$ cat config.mk
export PLATFORM = sky130hd
export DESIGN_NAME = vid_frame_track
export DESIGN_NICKNAME = d
export VERILOG_FILES = /design/src/rtl/vid_frame_track.sv
export SDC_FILE = /design/constraint.sdc
export NUM_CORES = 1
export LEC_CHECK = 0
export CAP_MARGIN = 20
export CORE_AREA = 8 8 82 84
export CTS_CLUSTER_SIZE = 12
export DETAILED_ROUTE_END_ITERATION = 8
export DIE_AREA = 0 0 90 92
export GPL_ROUTABILITY_DRIVEN = 0
export PLACE_DENSITY = 0.95
export RECOVER_POWER = 100
export SYNTH_ARGS = -nofsm -noshare
export SYNTH_HDL_FRONTEND = slang
export SYNTH_SLANG_ARGS = --single-unit
$ cat constraint.sdc
create_clock -name clk -period 4.54 [get_ports clk]
set_clock_uncertainty 0.2 [all_clocks]
set_input_delay 0.908 -clock clk [delete_from_list [all_inputs] [get_ports clk]]
set_output_delay 0.908 -clock clk [all_outputs]
set_load 0.05 [all_outputs]
$ cat src/rtl/vid_frame_track.sv
// Video frame tracker: samples horizontal/vertical timing generator outputs,
// locks onto whole frames and emits registered video-port timing and coordinates.
module vid_frame_track #(
   parameter int unsigned XW   = 16,
   parameter int unsigned YW   = 16,
   parameter bit          HPOL = 1'b0,
   parameter bit          VPOL = 1'b0
) (
   input  logic          clk,
   input  logic          rst,
   input  logic          ena,
   input  logic          resync,
   input  logic          h_sync,
   input  logic          h_gate,
   input  logic          h_done,
   input  logic          v_sync,
   input  logic          v_gate,
   input  logic          v_done,
   output logic          v_ena,
   output logic          hsync_o,
   output logic          vsync_o,
   output logic          csync_o,
   output logic          blank_o,
   output logic          de_o,
   output logic [XW-1:0] pix_x,
   output logic [YW-1:0] pix_y,
   output logic          sol,
   output logic          eol,
   output logic          sof,
   output logic          eof,
   output logic [7:0]    frame_cnt,
   output logic          locked
);

   localparam int unsigned CW = 8;

   typedef enum logic {SEARCH = 1'b0, ACTIVE = 1'b1} state_e;

   state_e          state_q, state_d;
   logic            hg_q, hg_d, vg_q, vg_d;
   logic            hsync_q, hsync_d, vsync_q, vsync_d, csync_q, csync_d;
   logic            blank_q, blank_d, de_q, de_d;
   logic [XW-1:0]   pix_x_q, pix_x_d;
   logic [YW-1:0]   pix_y_q, pix_y_d;
   logic            sol_q, sol_d, eol_q, eol_d, sof_q, sof_d, eof_q, eof_d;
   logic [CW-1:0]   frame_cnt_q, frame_cnt_d;

   logic h_rise, h_fall, v_rise, frame_end, is_active;

   assign h_rise    = h_gate & ~hg_q;
   assign h_fall    = ~h_gate & hg_q;
   assign v_rise    = v_gate & ~vg_q;
   assign frame_end = h_done & v_done;
   assign is_active = (state_q == ACTIVE);

   // Vertical generator advances in the same cycle as the horizontal done.
   assign v_ena = ena & h_done;

   // Lock state: resync wins over a coincident frame end.
   always_comb begin
      state_d = state_q;
      if (ena) begin
         case (state_q)
            SEARCH:  if (frame_end && !resync) state_d = ACTIVE;
            ACTIVE:  if (resync) state_d = SEARCH;
            default: state_d = SEARCH;
         endcase
      end
   end

   always_comb begin
      hg_d        = hg_q;
      vg_d        = vg_q;
      hsync_d     = hsync_q;
      vsync_d     = vsync_q;
      csync_d     = csync_q;
      blank_d     = blank_q;
      de_d        = de_q;
      pix_x_d     = pix_x_q;
      pix_y_d     = pix_y_q;
      frame_cnt_d = frame_cnt_q;
      sol_d       = 1'b0;
      eol_d       = 1'b0;
      sof_d       = 1'b0;
      eof_d       = 1'b0;
      if (ena) begin
         hg_d    = h_gate;
         vg_d    = v_gate;
         hsync_d = h_sync ^ HPOL;
         vsync_d = v_sync ^ VPOL;
         csync_d = (h_sync | v_sync) ^ HPOL;
         de_d    = h_gate & v_gate & is_active;
         blank_d = ~(h_gate & v_gate & is_active);
         // Coordinates track inputs regardless of lock; counters saturate.
         if (h_rise)
            pix_x_d = '0;
         else if (h_gate && (pix_x_q != {XW{1'b1}}))
            pix_x_d = pix_x_q + XW'(1);
         if (v_rise)
            pix_y_d = '0;
         else if (h_fall && vg_q && (pix_y_q != {YW{1'b1}}))
            pix_y_d = pix_y_q + YW'(1);
         sol_d = is_active & h_rise & v_gate;
         eol_d = is_active & h_fall & vg_q;
         sof_d = is_active & v_rise;
         eof_d = is_active & frame_end & ~resync;
         if (eof_d)
            frame_cnt_d = frame_cnt_q + CW'(1);
      end
   end

   always_ff @(posedge clk or negedge rst) begin
      if (!rst) begin
         state_q     <= SEARCH;
         hg_q        <= 1'b0;
         vg_q        <= 1'b0;
         hsync_q     <= HPOL;
         vsync_q     <= VPOL;
         csync_q     <= HPOL;
         blank_q     <= 1'b1;
         de_q        <= 1'b0;
         pix_x_q     <= '0;
         pix_y_q     <= '0;
         sol_q       <= 1'b0;
         eol_q       <= 1'b0;
         sof_q       <= 1'b0;
         eof_q       <= 1'b0;
         frame_cnt_q <= '0;
      end else begin
         state_q     <= state_d;
         hg_q        <= hg_d;
         vg_q        <= vg_d;
         hsync_q     <= hsync_d;
         vsync_q     <= vsync_d;
         csync_q     <= csync_d;
         blank_q     <= blank_d;
         de_q        <= de_d;
         pix_x_q     <= pix_x_d;
         pix_y_q     <= pix_y_d;
         sol_q       <= sol_d;
         eol_q       <= eol_d;
         sof_q       <= sof_d;
         eof_q       <= eof_d;
         frame_cnt_q <= frame_cnt_d;
      end
   end

   assign hsync_o   = hsync_q;
   assign vsync_o   = vsync_q;
   assign csync_o   = csync_q;
   assign blank_o   = blank_q;
   assign de_o      = de_q;
   assign pix_x     = pix_x_q;
   assign pix_y     = pix_y_q;
   assign sol       = sol_q;
   assign eol       = eol_q;
   assign sof       = sof_q;
   assign eof       = eof_q;
   assign frame_cnt = frame_cnt_q;
   assign locked    = is_active;

endmodule
## Word-level counts from Yosys, hierarchy flattened

Index checks and enable logic that the tools add are counted.

| storage, ports and cells | value |
|---|---|
| register bits | 52 |
| bits in latches | 0 |
| RAM bits | 0 |
| ROM bits | 0 |
| bits of input ports | 10 |
| output and inout port bits | 51 |
| logic and storage cells | 62 |
| memories kept | 0 |

| cells by class | value |
|---|---|
| add/sub/neg operators | 3 |
| multiply operators | 0 |
| divide/modulo/power cells | 0 |
| order comparisons | 0 |
| eq/ne operators | 2 |
| shift operators | 0 |
| mux-type cells | 11 |
| bitwise gates (word level) | 21 |
| reductions and logical operators | 10 |

Operator list:

| cell | count |
|---|---|
| 16-bit two-way mux | 4 |
| 16-bit by 1-bit adder with 16-bit output (second input constant) | 2 |
| 16-bit != test (second input constant) | 2 |
| 1-bit AND | 14 |
| 8-bit by 1-bit adder with 8-bit output (second input constant) | 1 |
| 1-bit two-way mux | 6 |
| 1-bit inverter | 6 |
| 2-bit AND reduction | 3 |
| 1-bit logical AND | 4 |
| 2-bit nonzero test | 2 |
| 1-bit case mux with 2 select lines | 1 |
| 1-bit zero test | 1 |
| 1-bit OR | 1 |

## Logic depth before layout (Yosys ltp)

Gate-level depths: netlist of the first run.

| logic depth | value |
|---|---|
| depth in word-level cells | 6 |
| depth in mapped cells | 6 |

## Worst setup path before layout of the first run

OpenSTA, ideal clock, no wires.

| timing path | value |
|---|---|
| path kind | input port to output port |
| start | input port ena |
| end | output port v_ena |
| arrival time | 2.090 ns |
| required time | 3.432 ns |
| path slack | 1.342 ns |
| stages on the path | 4 |
| buffers on the path | 3 |
| cell sequence | buf_2 -> clkbuf_1 -> clkbuf_1 -> and2_1 |

| between the ends | value |
|---|---|
| word-level cells in the longest chain between the ends | 1 |

Ends and longest elaborated chain:

| item | RTL line | RTL |
|---|---|---|
| start, declared | 11 | `input logic ena,` |
| 1-bit AND | 57 | `assign v_ena = ena & h_done;` |
| end, declared | 19 | `output logic v_ena,` |

No other way between the ends.

## Worst setup path after layout of the first run

| timing path | value |
|---|---|
| start | input port ena |
| end | register pix_y_q[3], in the netlist pix_y[3] |

| between the ends | value |
|---|---|
| word-level cells in the longest chain between the ends | 1 |

Ends and longest elaborated chain:

| item | RTL line | RTL |
|---|---|---|
| 2-bit AND reduction (no line) | n/a |  |
| end signal, assigned | 139 | `pix_y_q <= pix_y_d;` |
| end, declared | 44 | `logic [YW-1:0] pix_y_q, pix_y_d;` |

No other way between the ends.
A chain may end at the register's enable or synchronous reset.

==> results.sh, run 1 <==
export IMPL_placed_area_sq_um=3530
export IMPL_synth_area_sq_um=2910
export IMPL_ys_ff_latch=52
export IMPL_max_freq_mhz=272
export IMPL_status="complete, but fails checks"
export IMPL_cts_setup_buffers=0
export IMPL_place_inst=423
export IMPL_tightest_slew_ps=2750
export IMPL_worstRegToRegCells=3
export IMPL_worst_slew_margin_rel_pct=-83.3
export IMPL_fin_cells=431
export IMPL_drt_iter0_drc=316
export IMPL_coreArea_sq_um=5410
export IMPL_synth_async_reset_ratio_pct=100
export IMPL_ctsHoldBuffers=0
export IMPL_clockRootBuffer="clkbuf_8"
export IMPL_fin_crit_sh_pct=80.9
export IMPL_grt_pass1_vias=2581
export IMPL_die_w_microns=90
export IMPL_initial_core_util_pct=53.8
export IMPL_yosys_area_top_type_share_pct=43.9
export IMPL_yosysSeqAreaShare_pct=44.8
export IMPL_antenna_cells=0
export IMPL_viasPerCell=6.33
export IMPL_hold_viol=0
export IMPL_r2r_setup_slack_ps=2050
export IMPL_cp_max_fo=26
export IMPL_hold_class="flop to flop"
export IMPL_min_from="frame_cnt[7]"
export IMPL_hold_end="frame_cnt[7]"
export IMPL_grt_max_degree=53
export IMPL_crit_type="input port to flop"
export IMPL_worstSetupStartpointType="input port"
export IMPL_synthCells=305
export IMPL_mappedNetlistNets=318
export IMPL_p_sw_share_pct=36.5
export IMPL_synth_top_area_cell="dfrtp_1"
export IMPL_reg2reg_to="pix_y[3]"
export IMPL_wl_mm=7.45
export IMPL_ys_flop_type="dfrtp_1"
export IMPL_cts_tree="done"
export IMPL_syn_avg_cell_area_sq_um=9.53
export IMPL_p_per_area_nw_per_um2=332
export IMPL_htreeDepth=2
export IMPL_hpwl_mm=5.21
export IMPL_numClockSinks=52
export IMPL_clk_latency_ps=310
export IMPL_violations="max-capacitance violations, max-slew violations"
export IMPL_max_cap_violations=1
export IMPL_ant_nets=0
export IMPL_cts_clk_slew_worst_paths_ps=100
export IMPL_peakVddDrop_mv=0.250
export IMPL_cp_arrival_ps=3720
export IMPL_cp_required_ps=4590
export IMPL_num_rows=27
export IMPL_final_common_cell="dlygate4sd3_1"
export IMPL_io_buffers=60
export IMPL_slew_viol_final=53
export IMPL_tns_ps=0
export IMPL_synth_edf_count=0
export IMPL_vias=2729
export IMPL_p_sw_uw=441
export IMPL_ys_types=56
export IMPL_power_frac_seq_pct=46.0
export IMPL_whs_path_depth=1
export IMPL_p_leak_nw=1.65
export IMPL_cts_resized=0
export IMPL_antenna_found_initial=0
export IMPL_setup_viol=0
export IMPL_min_period_ps=3670
export IMPL_cts_buffers=5
export IMPL_fin_area_sq_um=3640
export IMPL_combPwrFrac_pct=26.5
export IMPL_ioPinCount=61
export IMPL_synth_warnings=0
export IMPL_fin_nets=371
export IMPL_grt_pass1_wl_mm=12.5
export IMPL_clock_path_buffers=2
export IMPL_totalPowerFinal_mw=1.21
export IMPL_drtPass1Iterations=5
export IMPL_grt_usage_pct=17.7
export IMPL_timing_rr_start="hg_q"
export IMPL_grt_setup_unrepaired="no"
export IMPL_clockPowerShare_pct=27.4
export IMPL_internal_power_uw=766
export IMPL_area_growth_pct=25.1
export IMPL_final_cell_mix="52 x dlygate4sd3_1, 51 x dfrtp_1, 30 x nand2_1, 20 x nand3_1, 19 x nor2_1"
export IMPL_drive_above_1_share_pct=6.96
export IMPL_dieArea_sq_um=8280
export IMPL_fp_dieH_microns=92
export IMPL_hold_ws_ps=281
export IMPL_grt_overflow=0
export IMPL_remaining_drc_errors=0
export IMPL_cp_end_kind="flop"
export IMPL_ys_top_cells_by_area="dfrtp_1 44%, nand2_1 3.9%, nand3_1 3.4%"
export IMPL_wl_per_cell_microns=17.3
## power groups by stage
stage	Sequential [mW]	Combinational [mW]	Clock, mW
after floorplan	0.678	0.0969	0
after global placement	0.563	0.329	0
after detailed placement	0.565	0.334	0
after CTS	0.557	0.337	0.334
after global routing	0.564	0.343	0.352
final	0.556	0.320	0.331
## state kept, by name, summed over array words and instances, names as in the netlist
name       cells
blank_o        1
csync_o        1
de_o           1
eof            1
eol            1
frame_cnt      8
hg_q           1
hsync_o        1
locked         1
pix_x         16
pix_y         16
sof            1
sol            1
vg_q           1
vsync_o        1
## kinds of logic after synthesis
logic type,after synthesis,share of synthesized area [%]
xor gates and xnor gates,7,2.11
and+or+nand+nor,133,25.4
AOI/OAI and AO/OA,77,19.9
muxes,7,2.58
DFF,52,44.8
buffers and inverters,26,3.96
adders and majority gates,3,1.29
## worst max-delay path: stages
cell	delay, ps
dlygate4sd3_1	530
clkbuf_1	800
inv_1	510
nor3_1	270
or4b_2	600
nand3_1	100
## area by class of cell
cell class | instances | area, sq um
tap | 72 | 90.1
sequential | 52 | 1300
timing repair buffer | 62 | 603
clock inverter | 3 | 46.3
clock buffer | 5 | 68.8
multi-input combinational | 227 | 1490
inverter | 10 | 37.5
fill | 430 | 1770
## how the worst max path moves through the flow
stage | startpoint | end | cells after the start
4_1_cts | h_done | v_ena | 3
6_report | ena | pix_y[3] | 6
3_5_place_dp | h_done | v_ena | 3
2_1_floorplan | ena | v_ena | 4
5_1_grt | rst | pix_x[13] | 2
3_3_place_gp | h_done | v_ena | 3
## metrics by stage
| stage | util (%) | setup WS (ps) |
|---|---|---|
| floorplan | - | 1340 |
| global placement | 65.3 | 1110 |
| detailed placement | 65.3 | 1110 |
| CTS | 67.4 | 1100 |
| global route | 67.3 | 553 |
| finish | 67.3 | 868 |
## synthesized netlist by cell type, types with 4 or more instances
cell type,count
and3_1,5
nor2b_1,4
nor4_1,6
o311a_1,4
clkbuf_1,12
inv_1,10
a22o_1,5
o21ai_0,11
nand3_1,20
and4_1,5
o311ai_0,6
o211ai_1,5
dfrtp_1,51
nand2_1,30
nor3_1,10
a41oi_1,5
mux2_2,4
a21oi_1,10
a31oi_1,6
nor2_1,19
a211o_1,5
nand4_1,10
or3_1,4
xnor2_1,5
## routing by layer
metal | GRT usage, % | vias to the layer above | share of wire (%)
met5 | 0 | - | 0
met4 | 5.55 | 0 | 2.0
met3 | 5.22 | 15 | 7.7
met2 | 29.1 | 124 | 48
met1 | 21.8 | 1312 | 42
li1 | - | 1278 | -
Note: power is estimated with default switching activity, not from simulation.
==> run 2: changes to the inputs <==
--- a/config.mk
+++ b/config.mk
@@ -6,12 +6,12 @@
 export NUM_CORES = 1
 export LEC_CHECK = 0
 export CAP_MARGIN = 20
-export CORE_AREA = 8 8 82 84
+export CORE_AREA = 8 8 89 91
 export CTS_CLUSTER_SIZE = 12
 export DETAILED_ROUTE_END_ITERATION = 8
-export DIE_AREA = 0 0 90 92
+export DIE_AREA = 0 0 97 99
 export GPL_ROUTABILITY_DRIVEN = 0
-export PLACE_DENSITY = 0.95
+export PLACE_DENSITY = 0.86
 export RECOVER_POWER = 100
 export SYNTH_ARGS = -nofsm -noshare
 export SYNTH_HDL_FRONTEND = slang
==> constraint.sdc (replaced) <==
create_clock -name clk -period 3.1 [get_ports clk]
set_clock_uncertainty 0.2 [all_clocks]
set_input_delay 0.62 -clock clk [delete_from_list [all_inputs] [get_ports clk]]
set_output_delay 0.62 -clock clk [all_outputs]
set_load 0.05 [all_outputs]
==> run 2 against run 1 <==
The flow now finishes without violations. Combinational power increased by 48%. Setup slack got worse by 350 ps. Via count increased by 3.6%. First-iteration DRC count increased by 17%. Sequential power increased by 47%. Core utilization decreased by 11 points. Wire length increased by 9.1%. Largest cell class unchanged. Hold slack improved by 0.67 ps. Critical path depth decreased by 1. Sequential cell count unchanged. Die area increased by 16%. Clock-buffer cell count unchanged.
==> results.sh, run 2 (synthesis gave the netlist of run 1 again) <==
export IMPL_status="finished, final reports clean"
export IMPL_crit_start="pix_y[0]"
export IMPL_hold_class="flop to flop"
export IMPL_p_sw_share_pct=36.9
export IMPL_dieArea_sq_um=9600
export IMPL_ioPinCount=61
export IMPL_fin_nets=377
export IMPL_p_per_area_nw_per_um2=484
export IMPL_crit_type="flop to flop"
export IMPL_grt_pass1_wl_mm=13.8
export IMPL_hold_viol=0
export IMPL_wl_per_cell_microns=18.3
export IMPL_antenna_found_initial=0
export IMPL_fin_crit_sh_pct=83.4
export IMPL_cp_required_ps=3110
export IMPL_internal_power_mw=1.13
export IMPL_initial_core_util_pct=44.2
export IMPL_grt_max_degree=53
export IMPL_cp_max_fo=16
export IMPL_slew_viol_final=0
export IMPL_cts_clk_slew_worst_paths_ps=100
export IMPL_combPwrFrac_pct=26.6
export IMPL_setup_viol=0
export IMPL_grt_usage_pct=17.0
export IMPL_cp_end_kind="flop"
export IMPL_io_buffers=60
export IMPL_num_rows=30
export IMPL_numClockSinks=52
export IMPL_cts_resized=0
export IMPL_drive_above_1_share_pct=7.95
export IMPL_hpwl_mm=5.72
export IMPL_clk_latency_ps=320
export IMPL_ant_nets=0
export IMPL_timing_rr_start="pix_y[0]"
export IMPL_hold_ws_ps=282
export IMPL_clockRootBuffer="clkbuf_8"
export IMPL_final_cell_mix="51 x dfrtp_1, 51 x dlygate4sd3_1, 30 x nand2_1, 20 x nand3_1, 19 x nor2_1"
export IMPL_worst_slew_margin_rel_pct=12.6
export IMPL_antenna_cells=0
export IMPL_clockPowerShare_pct=27.7
export IMPL_min_period_ps=2590
export IMPL_ctsHoldBuffers=0
export IMPL_drt_iter0_drc=369
export IMPL_grt_setup_unrepaired="no"
export IMPL_min_from="frame_cnt[7]"
export IMPL_remaining_drc_errors=0
export IMPL_cp_arrival_ps=2600
export IMPL_cts_setup_buffers=0
export IMPL_cts_tree="done"
export IMPL_max_cap_violations=0
export IMPL_coreArea_sq_um=6570
export IMPL_tns_ps=0
export IMPL_viasPerCell=6.35
export IMPL_wl_mm=8.13
export IMPL_fp_dieH_microns=99
export IMPL_htreeDepth=2
export IMPL_tightest_slew_ps=1310
export IMPL_worstSetupStartpointType="flop"
export IMPL_clock_path_buffers=2
export IMPL_die_w_microns=97
export IMPL_cts_buffers=5
export IMPL_p_sw_uw=658
export IMPL_drtPass1Iterations=5
export IMPL_vias=2826
export IMPL_p_leak_nw=1.66
export IMPL_totalPowerFinal_mw=1.78
export IMPL_max_freq_mhz=387
export IMPL_area_growth_pct=26.8
export IMPL_power_frac_seq_pct=45.8
export IMPL_grt_overflow=0
export IMPL_peakVddDrop_mv=0.397
export IMPL_grt_pass1_vias=2736
run 2: stage by stage:
step	setup WS [ps]	std cells	util [%]	cell area, sq um
2_1_floorplan	478	305	-	2910
3_3_place_gp	465	437	54.7	3590
3_5_place_dp	432	437	54.7	3590
4_1_cts	579	445	56.5	3710
5_1_grt	222	445	56.1	3690
6_report	514	445	56.1	3690
run 2: path summary, 6_finish.rpt:
path                                endpoint  slack, ps  depth (start not counted)
worst min-delay path            frame_cnt[7]        280                          1
max in group asynchronous           pix_y[2]       1450                          2
worst max-delay path                pix_y[9]        510                          5
worst min register to register  frame_cnt[7]        280                          1
min in group asynchronous           pix_x[2]        450                          2
worst max register to register      pix_y[9]        510                          5
run 2: layout make-up:
cell class | instances | area (sq um)
fillers | 560 | 2880
multi-input cells | 227 | 1480
flip-flops and latches | 52 | 1300
repair buffers | 68 | 648
well taps | 80 | 100
clock buffers | 5 | 68.8
clock inverters | 3 | 46.3
inverters | 10 | 37.5
run 2: critical path, stage by stage, from the launching register on:
cell and delay [ps]:
dfrtp_1 480, ha_1 280, nand4_1 270, nor4_4 820, nor3_1 150, a211o_1 280
run 2: power groups by stage:
stage	Clock [mW]	Combinational, mW	Sequential, mW
3_5_place_dp	0	0.498	0.831
2_1_floorplan	0	0.142	0.992
3_3_place_gp	0	0.489	0.830
4_1_cts	0.496	0.500	0.820
5_1_grt	0.525	0.511	0.829
6_report	0.494	0.474	0.817
run 2: routing by layer:
layer | part of all wire [%] | GRT usage, %
met5 | 0 | 0
met4 | 2.7 | 8.28
met3 | 8.9 | 3.99
met2 | 47 | 26.4
met1 | 41 | 21.6
==> run 3: changes to the inputs <==
--- a/config.mk
+++ b/config.mk
@@ -6,12 +6,12 @@
 export NUM_CORES = 1
 export LEC_CHECK = 0
 export CAP_MARGIN = 20
-export CORE_AREA = 8 8 89 91
+export CORE_AREA = 8 8 85 87
 export CTS_CLUSTER_SIZE = 12
 export DETAILED_ROUTE_END_ITERATION = 8
-export DIE_AREA = 0 0 97 99
+export DIE_AREA = 0 0 93 95
 export GPL_ROUTABILITY_DRIVEN = 0
-export PLACE_DENSITY = 0.86
+export PLACE_DENSITY = 0.9
 export RECOVER_POWER = 100
 export SYNTH_ARGS = -nofsm -noshare
 export SYNTH_HDL_FRONTEND = slang
==> constraint.sdc (replaced) <==
create_clock -name clk -period 2.57 [get_ports clk]
set_clock_uncertainty 0.2 [all_clocks]
set_input_delay 0.514 -clock clk [delete_from_list [all_inputs] [get_ports clk]]
set_output_delay 0.514 -clock clk [all_outputs]
set_load 0.05 [all_outputs]
==> run 3 against run 2 <==
Combinational power up 24%. Core utilization up 7.7 points. Via count is essentially flat. Clock-buffer cell count stayed put. Clock power about the same. Sequential share of layout area shrank 0.24 points. First-iteration DRC count down 25%. Final area increased by 0.68%. Wire length down 3.1%. Highest routed layer unchanged.
==> results.sh, run 3 (synthesis gave the netlist of run 1 again) <==
export IMPL_fillers=481
export IMPL_clock_path_buffers=2
export IMPL_r2r_setup_slack_ps=120
export IMPL_final_common_cell="dfrtp_1"
export IMPL_grt_max_degree=31
export IMPL_tightest_slew_ps=1360
export IMPL_grt_usage_pct=18.5
export IMPL_initial_core_util_pct=50.0
export IMPL_wl_per_cell_microns=17.7
export IMPL_cp_end_kind="primary output"
export IMPL_antenna_cells=0
export IMPL_max_cap_violations=0
export IMPL_fin_crit_sh_pct=95.8
export IMPL_slew_viol_final=0
export IMPL_wl_mm=7.87
export IMPL_fin_nets=382
export IMPL_grt_setup_unrepaired="no"
export IMPL_p_per_area_nw_per_um2=557
export IMPL_status="finished, final reports clean"
export IMPL_min_period_ps=2460
export IMPL_io_buffers=60
export IMPL_cts_buffers=5
export IMPL_hold_class="flop to flop"
export IMPL_numClockSinks=52
export IMPL_cts_tree="done"
export IMPL_remaining_drc_errors=0
export IMPL_hold_viol=0
export IMPL_worst_slew_margin_rel_pct=9.66
export IMPL_antenna_found_initial=0
export IMPL_htreeDepth=2
export IMPL_setup_viol=0
export IMPL_crit_type="flop to primary output"
export IMPL_multi_input_area_sq_um=1490
export IMPL_peakVddDrop_mv=0.388
export IMPL_grt_pass1_wl_mm=13.2
export IMPL_cp_required_ps=1860
export IMPL_dieArea_sq_um=8840
export IMPL_path_delay_family="buffers and inverters"
export IMPL_max_freq_mhz=406
export IMPL_regArea_sq_um=1300
export IMPL_vias=2825
export IMPL_die_w_microns=93
export IMPL_cp_max_fo=8
export IMPL_coreArea_sq_um=5820
export IMPL_drive_above_1_share_pct=8.65
export IMPL_ioPinCount=61
export IMPL_grt_overflow=0
export IMPL_viasPerCell=6.35
export IMPL_timing_critical_path_buf_inv=1
export IMPL_hpwl_mm=5.85
export IMPL_p_leak_nw=1.68
export IMPL_grt_pass1_vias=2736
export IMPL_area_growth_pct=27.7
export IMPL_worstSetupStartpointType="flop"
export IMPL_cp_arrival_ps=1750
export IMPL_max_stage_delay_ps=920
export IMPL_num_rows=28
export IMPL_ant_nets=0
export IMPL_fp_dieH_microns=95
export IMPL_clockRootBuffer="clkbuf_8"
export IMPL_final_cell_mix="51 x dfrtp_1, 49 x dlygate4sd3_1, 30 x nand2_1, 20 x nand3_1, 19 x nor2_1"
export IMPL_drt_iter0_drc=278
export IMPL_final_util_pct=63.8
export IMPL_cts_clk_slew_worst_paths_ps=100
export IMPL_cp_slowest_cell="dlygate4sd3_1"
export IMPL_tns_ps=0
export IMPL_drtPass1Iterations=5
export IMPL_crit_chain="dlygate4sd3_1"
export IMPL_clk_latency_ps=310
==> run 3: cell types whose count changed in the layout (fill, tap and decap cells not counted), sizes merged <==
cell and change:
buf +1, bufinv -1, clkbuf +3, clkdlybuf4s50 +3, clkinv +1, clkinvlp -1, dlygate4sd3 -2, inv +1
==> run 3: path summary, 6_finish.rpt <==
kind | endpoint | depth (start not counted) | start
max in group asynchronous | blank_o | 3 | rst
worst max register to register | pix_y[15] | 5 | pix_y[0]
worst min-delay path | frame_cnt[7] | 1 | frame_cnt[7]
worst min register to register | frame_cnt[7] | 1 | frame_cnt[7]
min in group asynchronous | frame_cnt[3] | 2 | rst
worst max-delay path | pix_x[8] | 1 | pix_x[8]
==> run 3: power breakdown <==
| group | leakage [nW] | total [mW] | switching [mW] | internal, mW |
|---|---|---|---|---|
| Clock | 0.0491 | 0.497 | 0.296 | 0.201 |
| Sequential | 0.695 | 0.984 | 0.101 | 0.883 |
| Combinational | 0.935 | 0.586 | 0.395 | 0.191 |
| Total | 1.68 | 2.07 | 0.792 | 1.28 |
==> run 3: stage by stage <==
step	cells	power (mW)	instance area, sq um	worst slack (ps)	hold slack [ps]
2_1_floorplan	305	1.37	2910	139	18.4
3_3_place_gp	436	1.59	3630	119	265
3_5_place_dp	436	1.61	3630	48.6	268
4_1_cts	445	2.11	3740	143	284
5_1_grt	445	2.18	3710	36.9	302
6_report	445	2.07	3710	109	274
==> run 3: worst register-to-register path, stage by stage (launching register included) <==
cell	delay (ps)
dfrtp_1	480
ha_1	300
nand4_2	220
or4_1	760
a41oi_1	240
o21ai_0	120
==> run 3: layer usage <==
layer	global-route usage [%]	up-vias	wire [microns]
li1	-	1307	-
met1	21.9	1351	3240
met5	0	-	0
met4	8.99	0	224
met2	31.1	143	3810
met3	4.21	24	595
==> run 3: repair_timing <==
item,in CTS,in global routing
hold buffers,1,0
buffers inserted,0,0
resized for setup,0,0
endpoints found under the hold margin,22,0
==> run 3: layout make-up <==
type | count | share of cell area [%]
flip-flops and latches | 52 | 35.1
inverters | 10 | 1.01
clock buffers | 5 | 1.85
well taps | 75 | 2.53
clock inverters | 3 | 0.708
multi-input cells | 227 | 40.1
repair buffers | 73 | 18.7
